`src/rtl/uart_tx_arbiter.sv`:
```
// Round-robin arbiter sharing one UART transmit write buffer among several byte producers.
// One requester owns the write-buffer channel at a time. Its bytes pass straight through until
// it has moved MAX_BURST bytes or drops its valid. The next search then starts one past the
// old owner.
//
// Ports:
//   clk_i        rising-edge clock
//   rst_i        asynchronous active-high reset
//   chan_en_i    per-channel enable, only looked at when choosing a new owner
//   req_valid_i  per-channel byte valid
//   req_data_i   per-channel byte; channel i is [i*DATA_WIDTH +: DATA_WIDTH]
//   req_ready_o  per-channel accept (owner only, follows tx_ready_i)
//   tx_data_o    byte to the write buffer
//   tx_valid_o   byte valid to the write buffer
//   tx_ready_i   write buffer can take a byte
//   grant_id_o   current owner index, 0 while idle
//   busy_o       a grant is held
module uart_tx_arbiter #(
  parameter int unsigned DATA_WIDTH = 8,
  parameter int unsigned NUM_REQ    = 4,
  parameter int unsigned MAX_BURST  = 16
) (
  input  logic                          clk_i,
  input  logic                          rst_i,
  input  logic [NUM_REQ-1:0]            chan_en_i,
  input  logic [NUM_REQ-1:0]            req_valid_i,
  input  logic [NUM_REQ*DATA_WIDTH-1:0] req_data_i,
  output logic [NUM_REQ-1:0]            req_ready_o,
  output logic [DATA_WIDTH-1:0]         tx_data_o,
  output logic                          tx_valid_o,
  input  logic                          tx_ready_i,
  output logic [$clog2(NUM_REQ)-1:0]    grant_id_o,
  output logic                          busy_o
);

  localparam int unsigned IdW  = $clog2(NUM_REQ);
  localparam int unsigned CntW = (MAX_BURST > 1) ? $clog2(MAX_BURST) : 1;

  typedef enum logic {StIdle, StGrant} state_e;

  state_e          state_q;
  logic [IdW-1:0]  owner_q;
  logic [IdW-1:0]  ptr_q;
  logic [CntW-1:0] burst_cnt_q;

  // Round-robin pick: first candidate at or after ptr_q, wrapping.
  logic [NUM_REQ-1:0] cand;
  logic               found;
  logic [IdW-1:0]     pick;
  logic [IdW-1:0]     idx;

  always_comb begin
    cand  = req_valid_i & chan_en_i;
    found = 1'b0;
    pick  = '0;
    idx   = '0;
    for (int unsigned k = 0; k < NUM_REQ; k++) begin
      idx = IdW'((32'(ptr_q) + k) % NUM_REQ);
      if (!found && cand[idx]) begin
        found = 1'b1;
        pick  = idx;
      end
    end
  end

  // Pass-through of the owner's channel; nothing passes while idle.
  always_comb begin
    tx_valid_o  = 1'b0;
    tx_data_o   = '0;
    req_ready_o = '0;
    if (state_q == StGrant) begin
      for (int i = 0; i < NUM_REQ; i++) begin
        if (owner_q == IdW'(i)) begin
          tx_valid_o     = req_valid_i[i];
          tx_data_o      = req_data_i[i*DATA_WIDTH +: DATA_WIDTH];
          req_ready_o[i] = tx_ready_i;
        end
      end
    end
  end

  logic           handshake;
  logic           last_beat;
  logic [IdW-1:0] ptr_next;

  assign handshake = tx_valid_o & tx_ready_i;
  assign last_beat = (burst_cnt_q == CntW'(MAX_BURST - 1));
  assign ptr_next  = (owner_q == IdW'(NUM_REQ - 1)) ? '0 : owner_q + 1'b1;

  always_ff @(posedge clk_i or posedge rst_i) begin
    if (rst_i) begin
      state_q     <= StIdle;
      owner_q     <= '0;
      ptr_q       <= '0;
      burst_cnt_q <= '0;
    end else begin
      case (state_q)
        StIdle: begin
          if (found) begin
            owner_q     <= pick;
            burst_cnt_q <= '0;
            state_q     <= StGrant;
          end
        end
        StGrant: begin
          // A dropped valid ends the burst; the old owner becomes lowest priority.
          if (!tx_valid_o || (handshake && last_beat)) begin
            state_q     <= StIdle;
            ptr_q       <= ptr_next;
            owner_q     <= '0;
            burst_cnt_q <= '0;
          end else if (handshake) begin
            burst_cnt_q <= burst_cnt_q + 1'b1;
          end
        end
        default: state_q <= StIdle;
      endcase
    end
  end

  assign grant_id_o = owner_q;
  assign busy_o     = (state_q == StGrant);

endmodule
```
`config.mk`:
```
export PLATFORM = sky130hd
export DESIGN_NAME = uart_tx_arbiter
export DESIGN_NICKNAME = d
export VERILOG_FILES = /design/src/rtl/uart_tx_arbiter.sv
export SDC_FILE = /design/constraint.sdc
export NUM_CORES = 1
export LEC_CHECK = 0
export CAP_MARGIN = 0
export CORE_UTILIZATION = 41
export DETAILED_ROUTE_END_ITERATION = 7
export PLACE_DENSITY = 0.85
export REMOVE_ABC_BUFFERS = 1
export SYNTH_ARGS = -nofsm -noshare
export SYNTH_HDL_FRONTEND = slang
export SYNTH_SLANG_ARGS = --single-unit
export TNS_END_PERCENT = 30
```
`constraint.sdc`:
```
create_clock -name clk_i -period 5.35 [get_ports clk_i]
set_input_delay 0.535 -clock clk_i [delete_from_list [all_inputs] [get_ports clk_i]]
set_output_delay 0.535 -clock clk_i [all_outputs]
set_load 0.02 [all_outputs]
```
==> results by group, run 1 <==
Outcome
  • Outcome: completed

Yosys
  • Synthesized area: 1050 um2
  • Synth Warn #: 0
  • Mean post-synth cell area: 8.46 um2
  • #FFs+latches synth: 9
  • Mapped Cells: 124
  • Count of cell types in the netlist: 37
  • Sequential-to-total area share from yosys stat: 21.5%

Worst setup path
  • Startpoint Class: flop
  • R2R depth: 6
  • Critical Path Source: grant_id_o[1]
  • Critical path peak fanout: 12
  • R2r setup slk: 2980 ps
  • Critical path data required time: 4820 ps
  • Crit path DAT: 2890 ps
  • Setup Crit Path Kind: reg -> out
  • Worst setup path endpoint: tx_data_o[6]
  • Crit end category: output pin
  • End of the worst register-to-register path: grant_id_o[0]
  • Worst R2R Start: grant_id_o[1]

Place
  • RD Place Congestion: 0.767
  • PortBufs: 58
  • HPWL Detailed: 2470 um
  • Placed inst area: 1610 um2

Clock tree
  • Sink Count: 9
  • CTS tree: done
  • CTS Buffer Depth: 2
  • H-tree depth: 1
  • Hold Buf Count CTS: 0
  • Skew-Pair Late Insertion Delay: 260 ps
  • Post-CTS Setup Bufs: 0
  • Clock Tree Root: clkbuf_4
  • Post-cts resize count: 0
  • Inserted Clock Buffers: 3
  • Worst-path clk slew: 60 ps

Timing
  • Layout Skew: 7.78 ps
  • Fin Setup TNS: 0 ps
  • Worst slew pin tran: 777 ps
  • Crit path time final: 3430 ps
  • Final period utilization: 64.1%
  • Fmax: 292 MHz
  • Unrepaired setup endpoints after global routing: false
  • Final setup fails: 0
  • Max-slew violations: 0
  • Hold slack final: 528 ps
  • Relative slew slack: 48.2%
  • Final hold vios: 0

Layout
  • Area delta synth->final: 55.7%
  • Seq. cell area: 225 um2
  • Design area: 1630 um2
  • Layout cells sized above 1: 7.91%
  • Layout Nets: 226
  • Diode count: 0
  • Area of the multi-input gates: 754 um2
  • # fillers: 179
  • Final Util: 70.4%

Floorplan
  • Core Area: 2320 um2
  • Initial Util: 45.2%
  • Die Ht: 52.6 um
  • Top-Level Pins: 59
  • Die W: 52.6 um
  • Die footprint: 2760 um2
  • FP Rows: 17

Power and ir drop
  • Tot Pwr: 0.768 mW
  • VDD IR max: 0.374 mV
  • Leakage: 0.657 nW
  • PwrDens: 470 nW/um2

Route
  • Total number of vias: 1176
  • Vias per inst: 5.74
  • Detail Route Antenna Nets: 0
  • Final wirelength: 3180 um
  • DRT iter0 DRCs: 30
  • Number of remaining DRC errors: 0
  • Average routed wire per standard cell: 15.5 um
  • First-pass iteration count of the detailed router: 4

Global routing
  • Total gr overflow: 0
  • First-pass GRT wire length: 5000 um
  • Largest net degree at the start of global routing: 23
  • Initial antenna violation count: 0
  • Via count of the first global-routing pass: 1139
  • Gr usage total: 24.3%

Worst hold path
  • Min-Delay Path Class: in -> async

Run
  • MaxCap Viol Count: 0
-- synthesized netlist by cell type (all sizes together) --
master	number	area, um2
nor2b	19	119
nand2	11	43.8
a21oi	10	50.1
dfrtp	9	225
a221oi	8	70.1
nor3	8	40.0
clkbuf	5	18.8
ha	5	62.6
nand3	5	30.0
and3	4	25.0
buf	4	38.8
inv	3	11.3
mux2	3	41.3
nand2b	3	18.8
nand4	3	18.8
nor2	3	11.3
o21ai	3	15.0
a211oi	2	32.5
a32o	2	20.0
o31ai	2	15.0
a211o	1	8.76
a21boi	1	7.51
a21o	1	7.51
a22o	1	8.76
a2bb2oi	1	8.76
and2	1	6.26
nand3b	1	20.0
nor3b	1	18.8
nor4b	1	23.8
o211ai	1	7.51
o2bb2ai	1	15.0
xnor2	1	8.76
-- routing by layer --
layer	share of wire [%]	GRT usage (%)
met5	0	0
met4	0.44	6.14
met3	5.7	5.51
met2	53	43.5
met1	40	28.8
-- state kept, by name, indices dropped and copies added, names as in the netlist --
signal       flops
burst_cnt_q      4
grant_id_o       2
busy_o           1
ptr_q            2
-- area by class of cell --
class	instances	area share (%)
multi-input cells	103	46.2
repair buffers	58	35.6
flip-flops and latches	9	13.8
well taps	28	2.15
clock buffers	4	1.61
inverters	3	0.690
-- worst max-delay path: stages, from the launching register on --
cell and delay, ps:
dfrtp_1 420, inv_1 90, ha_1 350, nor2b_1 530
a221oi_1 180, nor3_1 200, a21oi_1 60, nor2b_1 160
clkdlybuf4s50_1 630
-- through the flow --
step | cells | setup slack [ps]
final | 205 | 1920
after global routing | 205 | 1670
after CTS | 205 | 1940
after detailed placement | 201 | 2220
after global placement | 201 | 2330
after floorplan | 115 | 2920
-- layout by cell type, fill, tap and decap left out --
cell type and count:
clkbuf_1 1, nand4_1 3, a21oi_1 10, and3_1 4, a211oi_4 1, inv_1 3, mux2_2 1, a32o_1 2
a21o_1 1, a211oi_2 1, o31ai_1 2, clkbuf_4 3, nand2b_1 3, o21ai_0 3, clkdlybuf4s50_1 58, ha_1 5
nor2b_1 19, o2bb2ai_2 1, a21boi_0 1, a211o_1 1, o211ai_1 1, a22o_1 1, a2bb2oi_1 1, mux2_4 2
nand3_1 4, nor3b_4 1, nor3_1 8, a221oi_1 8, xnor2_1 1, and2_1 1, nand3b_4 1, nand2_2 1
dfrtp_1 9, nand2_1 10, nand3_2 1, nor2_1 3, nor4b_4 1
-- where the power goes --
group | leakage, nW | total (mW) | internal, mW | switching, mW
logic | 0.526 | 0.582 | 0.297 | 0.285
clock network | 0.0150 | 0.0523 | 0.0287 | 0.0236
registers | 0.116 | 0.133 | 0.0884 | 0.0446
-- cells by family after synthesis --
| family | Yosys count | share of synthesized area, % |
|---|---|---|
| buffers and inverters | 12 | 6.56 |
| XOR/XNOR | 1 | 0.835 |
| multiplexers | 3 | 3.94 |
| AO/OA/AOI/OAI | 34 | 25.4 |
| flip-flops | 9 | 21.5 |
| adder cells (fa/ha/maj) | 5 | 5.97 |
| AND/OR/NAND/NOR | 60 | 35.8 |
-- how the worst min path moves through the flow --
stage                      to           start  cells after the start  slack (ps)
3_3_place_gp   burst_cnt_q[3]  burst_cnt_q[3]                      1         490
6_report       burst_cnt_q[1]           rst_i                      2         530
2_1_floorplan  burst_cnt_q[0]           rst_i                      1         360
4_1_cts        burst_cnt_q[3]  burst_cnt_q[3]                      1         530
5_1_grt        burst_cnt_q[1]           rst_i                      2         560
3_5_place_dp   burst_cnt_q[3]  burst_cnt_q[3]                      1         500
Note: power is estimated with default switching activity, not from simulation.
==> run 2, diff against run 1 <==
--- a/config.mk
+++ b/config.mk
@@ -6,9 +6,9 @@
 export NUM_CORES = 1
 export LEC_CHECK = 0
 export CAP_MARGIN = 0
-export CORE_UTILIZATION = 41
+export CORE_UTILIZATION = 38
 export DETAILED_ROUTE_END_ITERATION = 7
-export PLACE_DENSITY = 0.85
+export PLACE_DENSITY = 0.8
 export REMOVE_ABC_BUFFERS = 1
 export SYNTH_ARGS = -nofsm -noshare
 export SYNTH_HDL_FRONTEND = slang
==> constraint.sdc (replaced) <==
create_clock -name clk_i -period 3.6 [get_ports clk_i]
set_input_delay 0.36 -clock clk_i [delete_from_list [all_inputs] [get_ports clk_i]]
set_output_delay 0.36 -clock clk_i [all_outputs]
set_load 0.02 [all_outputs]
==> run 2 against run 1 <==
Compared with the run above: die area increased by 7.6%; hold slack got worse by 170 ps; wire length is 3.5% higher; final cell count increased by 0.98%; non-clock buffer count unchanged; clock skew fell by 6.3 ps; register-to-register slack got worse by 1800 ps; global-route usage fell by 1.8 points; critical path type unchanged; largest power group unchanged; highest routed layer unchanged.
==> results by group, run 2 (synthesized netlist as in run 1, its figures left out) <==
Route
  • Top layer used by detailed routing: met4
  • Average routed wire per standard cell: 15.9 um
  • WL met2: 1780 um
  • DRT iter0 DRCs: 17
  • Met1 wire length: 1360 um
  • Total number of vias: 1183
  • Number of remaining DRC errors: 0
  • WL met3: 106 um
  • Vias per inst: 5.71
  • Detail Route Antenna Nets: 0
  • First-pass iteration count of the detailed router: 4
  • Final wirelength: 3290 um

Worst setup path
  • Worst R2R Start: grant_id_o[0]
  • End of the worst register-to-register path: ptr_q[0]
  • R2r setup slk: 1200 ps
  • Startpoint Class: flop
  • Crit path DAT: 2860 ps
  • Crit end category: output pin
  • Critical path data required time: 3240 ps
  • Critical path peak fanout: 12
  • R2R depth: 6
  • Setup Crit Path Kind: reg -> out

Layout
  • Layout cells sized above 1: 7.91%
  • Post-Layout Cell Count: 207
  • Most frequent cells in the layout: clkdlybuf4s50_1, nor2b_1, nand2_1, a21oi_1, dfrtp_1
  • Layout Nets: 226
  • Diode count: 0
  • Commonest non-fill, non-tap cell in the layout: clkdlybuf4s50_1
  • Design area: 1640 um2
  • Max reg flops: 4
  • Area delta synth->final: 56.0%
  • Final Util: 64.3%
  • Most flops, register: burst_cnt_q

Timing
  • Final period utilization: 89.6%
  • Crit path time final: 3220 ps
  • Relative slew slack: 44.8%
  • Layout Skew: 1.45 ps
  • Worst slew pin tran: 827 ps
  • Unrepaired setup endpoints after global routing: false
  • Final hold vios: 0
  • Fmax: 310 MHz
  • Final setup fails: 0
  • Max-slew violations: 0
  • Fin Setup TNS: 0 ps

Floorplan
  • Core Area: 2540 um2
  • Top-Level Pins: 59
  • Die W: 54.5 um
  • FP Rows: 18
  • Initial Util: 41.2%
  • Die Ht: 54.5 um
  • Die footprint: 2970 um2

Global routing
  • Gr usage total: 22.5%
  • Via count of the first global-routing pass: 1101
  • First-pass GRT wire length: 4810 um
  • Initial antenna violation count: 0
  • Largest net degree at the start of global routing: 23
  • Total gr overflow: 0

Place
  • PortBufs: 58
  • Dpl cells: 203
  • HPWL Detailed: 2630 um
  • RD Place Congestion: 0.816
  • Placed inst area: 1610 um2

Clock tree
  • Post-cts resize count: 0
  • H-tree depth: 1
  • Sink Count: 9
  • Clock Tree Root: clkbuf_4
  • Hold Buf Count CTS: 0
  • Inserted Clock Buffers: 3
  • CTS tree: done
  • Skew-Pair Late Insertion Delay: 260 ps
  • Post-CTS Setup Bufs: 0
  • CTS Buffer Depth: 2
  • Worst-path clk slew: 60 ps

Outcome
  • Outcome: completed

Worst hold path
  • Min-Delay Path Class: in -> async

Power and ir drop
  • PwrDens: 699 nW/um2
  • VDD IR max: 0.483 mV
  • Leakage: 0.657 nW

Run
  • MaxCap Viol Count: 0
## run 2: cell counts in the layout (fill, tap and decap cells not counted)
No cell type changed its count.
## run 2: per-layer routing
layer | GRT usage [%] | vias to the layer above
li1 | - | 562
met1 | 27.6 | 589
met2 | 40.4 | 26
met3 | 4.17 | 6
met4 | 4.27 | 0
met5 | 0 | -
## run 2: worst max-delay path, cell delays in order (launching register included)
cell and delay (ps):
dfrtp_1 410, inv_1 80, ha_1 350, nor2b_1 550, a221oi_1 160, nor3_1 170, a21oi_1 70, nor2b_1 170
clkdlybuf4s50_1 630
## run 2: cell type report
type | count | area (um2)
fillers | 234 | 910
flip-flops and latches | 9 | 225
multi-input cells | 103 | 754
well taps | 30 | 37.5
clock buffers | 4 | 26.3
inverters | 3 | 11.3
repair buffers | 58 | 581
## run 2: worst max path at each step
stage,cells after the start,slack [ps],start,end
after floorplan,7,1350,grant_id_o[1],tx_data_o[0]
after global placement,8,780,grant_id_o[1],tx_data_o[6]
after detailed placement,8,640,grant_id_o[1],tx_data_o[6]
after CTS,8,360,grant_id_o[1],tx_data_o[4]
after global routing,8,100,grant_id_o[1],tx_data_o[4]
final,8,380,grant_id_o[1],tx_data_o[4]
## run 2: stage by stage
step	total power, mW	worst slack, ps	hold slack [ps]
2_1_floorplan	0.744	1350	188
3_3_place_gp	1.04	776	494
3_5_place_dp	1.07	644	508
4_1_cts	1.15	360	369
5_1_grt	1.23	95.1	407
6_report	1.14	376	354
## run 2: power breakdown
part	total, mW	leakage [nW]	switching, mW	internal [mW]
clock network	0.0780	0.0150	0.0353	0.0427
logic	0.868	0.526	0.427	0.441
registers	0.197	0.116	0.0654	0.131
total	1.14	0.657	0.528	0.615
==> run 3, diff against run 2 <==
--- a/config.mk
+++ b/config.mk
@@ -9,7 +9,9 @@
 export CORE_UTILIZATION = 38
 export DETAILED_ROUTE_END_ITERATION = 7
 export PLACE_DENSITY = 0.8
+export RECOVER_POWER = 100
 export REMOVE_ABC_BUFFERS = 1
+export SETUP_SLACK_MARGIN = 0.05
 export SYNTH_ARGS = -nofsm -noshare
 export SYNTH_HDL_FRONTEND = slang
 export SYNTH_SLANG_ARGS = --single-unit
==> run 3 against run 2 <==
Compared with the run above: worst setup slack got worse by 130 ps; sequential power is essentially flat; clock power is 0.6% higher; wire length rose by 0.24%; maximum frequency down 3.8%; power fell by 5.8%; critical endpoint is now tx_valid_o; hold slack better by 140 ps.
==> results by group, run 3 (synthesized netlist as in run 1, its figures left out) <==
Outcome
  • Outcome: completed

Timing
  • Fmax: 298 MHz
  • Final setup fails: 0
  • Crit path time final: 3350 ps
  • Final hold vios: 0
  • Relative slew slack: 49.3%
  • Max-slew violations: 0
  • Worst slew pin tran: 760 ps
  • Final worst slack: 248 ps
  • Fin Setup TNS: 0 ps
  • Layout Skew: 0.356 ps
  • Unrepaired setup endpoints after global routing: false
  • Final period utilization: 93.1%
  • Hold slack final: 492 ps

Clock tree
  • CTS tree: done
  • CTS Buffer Depth: 2
  • Post-CTS Setup Bufs: 0
  • Worst-path clk slew: 60 ps
  • Clock Tree Root: clkbuf_4
  • H-tree depth: 1
  • Sink Count: 9
  • Hold Buf Count CTS: 0
  • Skew-Pair Late Insertion Delay: 260 ps
  • Post-cts resize count: 0
  • Inserted Clock Buffers: 3

Global routing
  • First-pass GRT wire length: 4810 um
  • Via count of the first global-routing pass: 1101
  • Initial antenna violation count: 0
  • Total gr overflow: 0
  • Gr usage total: 22.5%
  • Largest net degree at the start of global routing: 23

Place
  • HPWL Detailed: 2630 um
  • Dpl cells: 203
  • PortBufs: 58
  • RD Place Congestion: 0.816
  • Placed inst area: 1610 um2
  • Placement Setup Slack: 644 ps

Layout
  • Post-Layout Cell Count: 207
  • Most frequent cells in the layout: clkdlybuf4s50_1, nor2b_1, dlygate4sd3_1
  • Diode count: 0
  • Final Util: 63.1%
  • Layout Nets: 226
  • Area delta synth->final: 53.1%
  • Design area: 1610 um2
  • Layout cells sized above 1: 5.65%
  • Commonest non-fill, non-tap cell in the layout: clkdlybuf4s50_1
  • Most flops, register: burst_cnt_q
  • Max reg flops: 4

Floorplan
  • Die W: 54.5 um
  • Top-Level Pins: 59
  • FP Rows: 18
  • Die footprint: 2970 um2
  • Core Area: 2540 um2
  • Initial Util: 41.2%
  • Die Ht: 54.5 um

Route
  • Total number of vias: 1187
  • First-pass iteration count of the detailed router: 4
  • DRT iter0 DRCs: 13
  • Final wirelength: 3300 um
  • Vias per inst: 5.73
  • Average routed wire per standard cell: 16.0 um
  • Number of remaining DRC errors: 0
  • Detail Route Antenna Nets: 0

Worst setup path
  • R2r setup slk: 920 ps
  • Setup Crit Path Kind: reg -> out
  • Crit path DAT: 2990 ps
  • Critical path data required time: 3240 ps
  • Crit end category: output pin
  • Startpoint Class: flop
  • Critical path peak fanout: 21

Run
  • MaxCap Viol Count: 0

Power and ir drop
  • Leakage: 0.682 nW
  • Tot Pwr: 1.08 mW
  • PwrDens: 671 nW/um2
  • VDD IR max: 0.471 mV

Worst hold path
  • Min-Delay Path Class: in -> async
[run 3: area by class of cell]
type,instances,area [um2]
Inverter,3,11.3
Clock buffer,4,26.3
Tap cell,30,37.5
Sequential cell,9,225
Fill cell,241,940
Timing Repair Buffer,58,581
Multi-Input combinational cell,103,724
[run 3: path summary, 6_finish.rpt]
path	from	endpoint	cells past startpoint
max in group asynchronous	rst_i	grant_id_o[1]	2
hold reg to reg	burst_cnt_q[3]	burst_cnt_q[3]	1
hold / removal	rst_i	burst_cnt_q[1]	2
setup / recovery	grant_id_o[0]	tx_valid_o	5
setup reg to reg	grant_id_o[0]	ptr_q[0]	6
min in group clk_i	burst_cnt_q[3]	burst_cnt_q[3]	1
[run 3: critical path, stage by stage (launching register included)]
cell and delay, ps:
dfrtp_1 430, ha_1 680, nor3b_1 210, a211oi_1 500, and2_0 230, dlygate4sd3_1 680
[run 3: metal layers]
layer / vias up / share of wire [%] / GRT usage [%]
li1: 566 / - / -
met1: 592 / 43 / 27.6
met2: 25 / 54 / 40.4
met3: 4 / 2.7 / 4.17
met4: 0 / 1.2 / 4.27
met5: - / 0 / 0
[run 3: where the power goes]
group          internal (mW)  switching, mW  leakage (nW)  total, mW
sequential             0.131         0.0631         0.116      0.194
combinational          0.390          0.414         0.551      0.804
clock                 0.0428         0.0358        0.0150     0.0785
total                  0.564          0.513         0.682       1.08
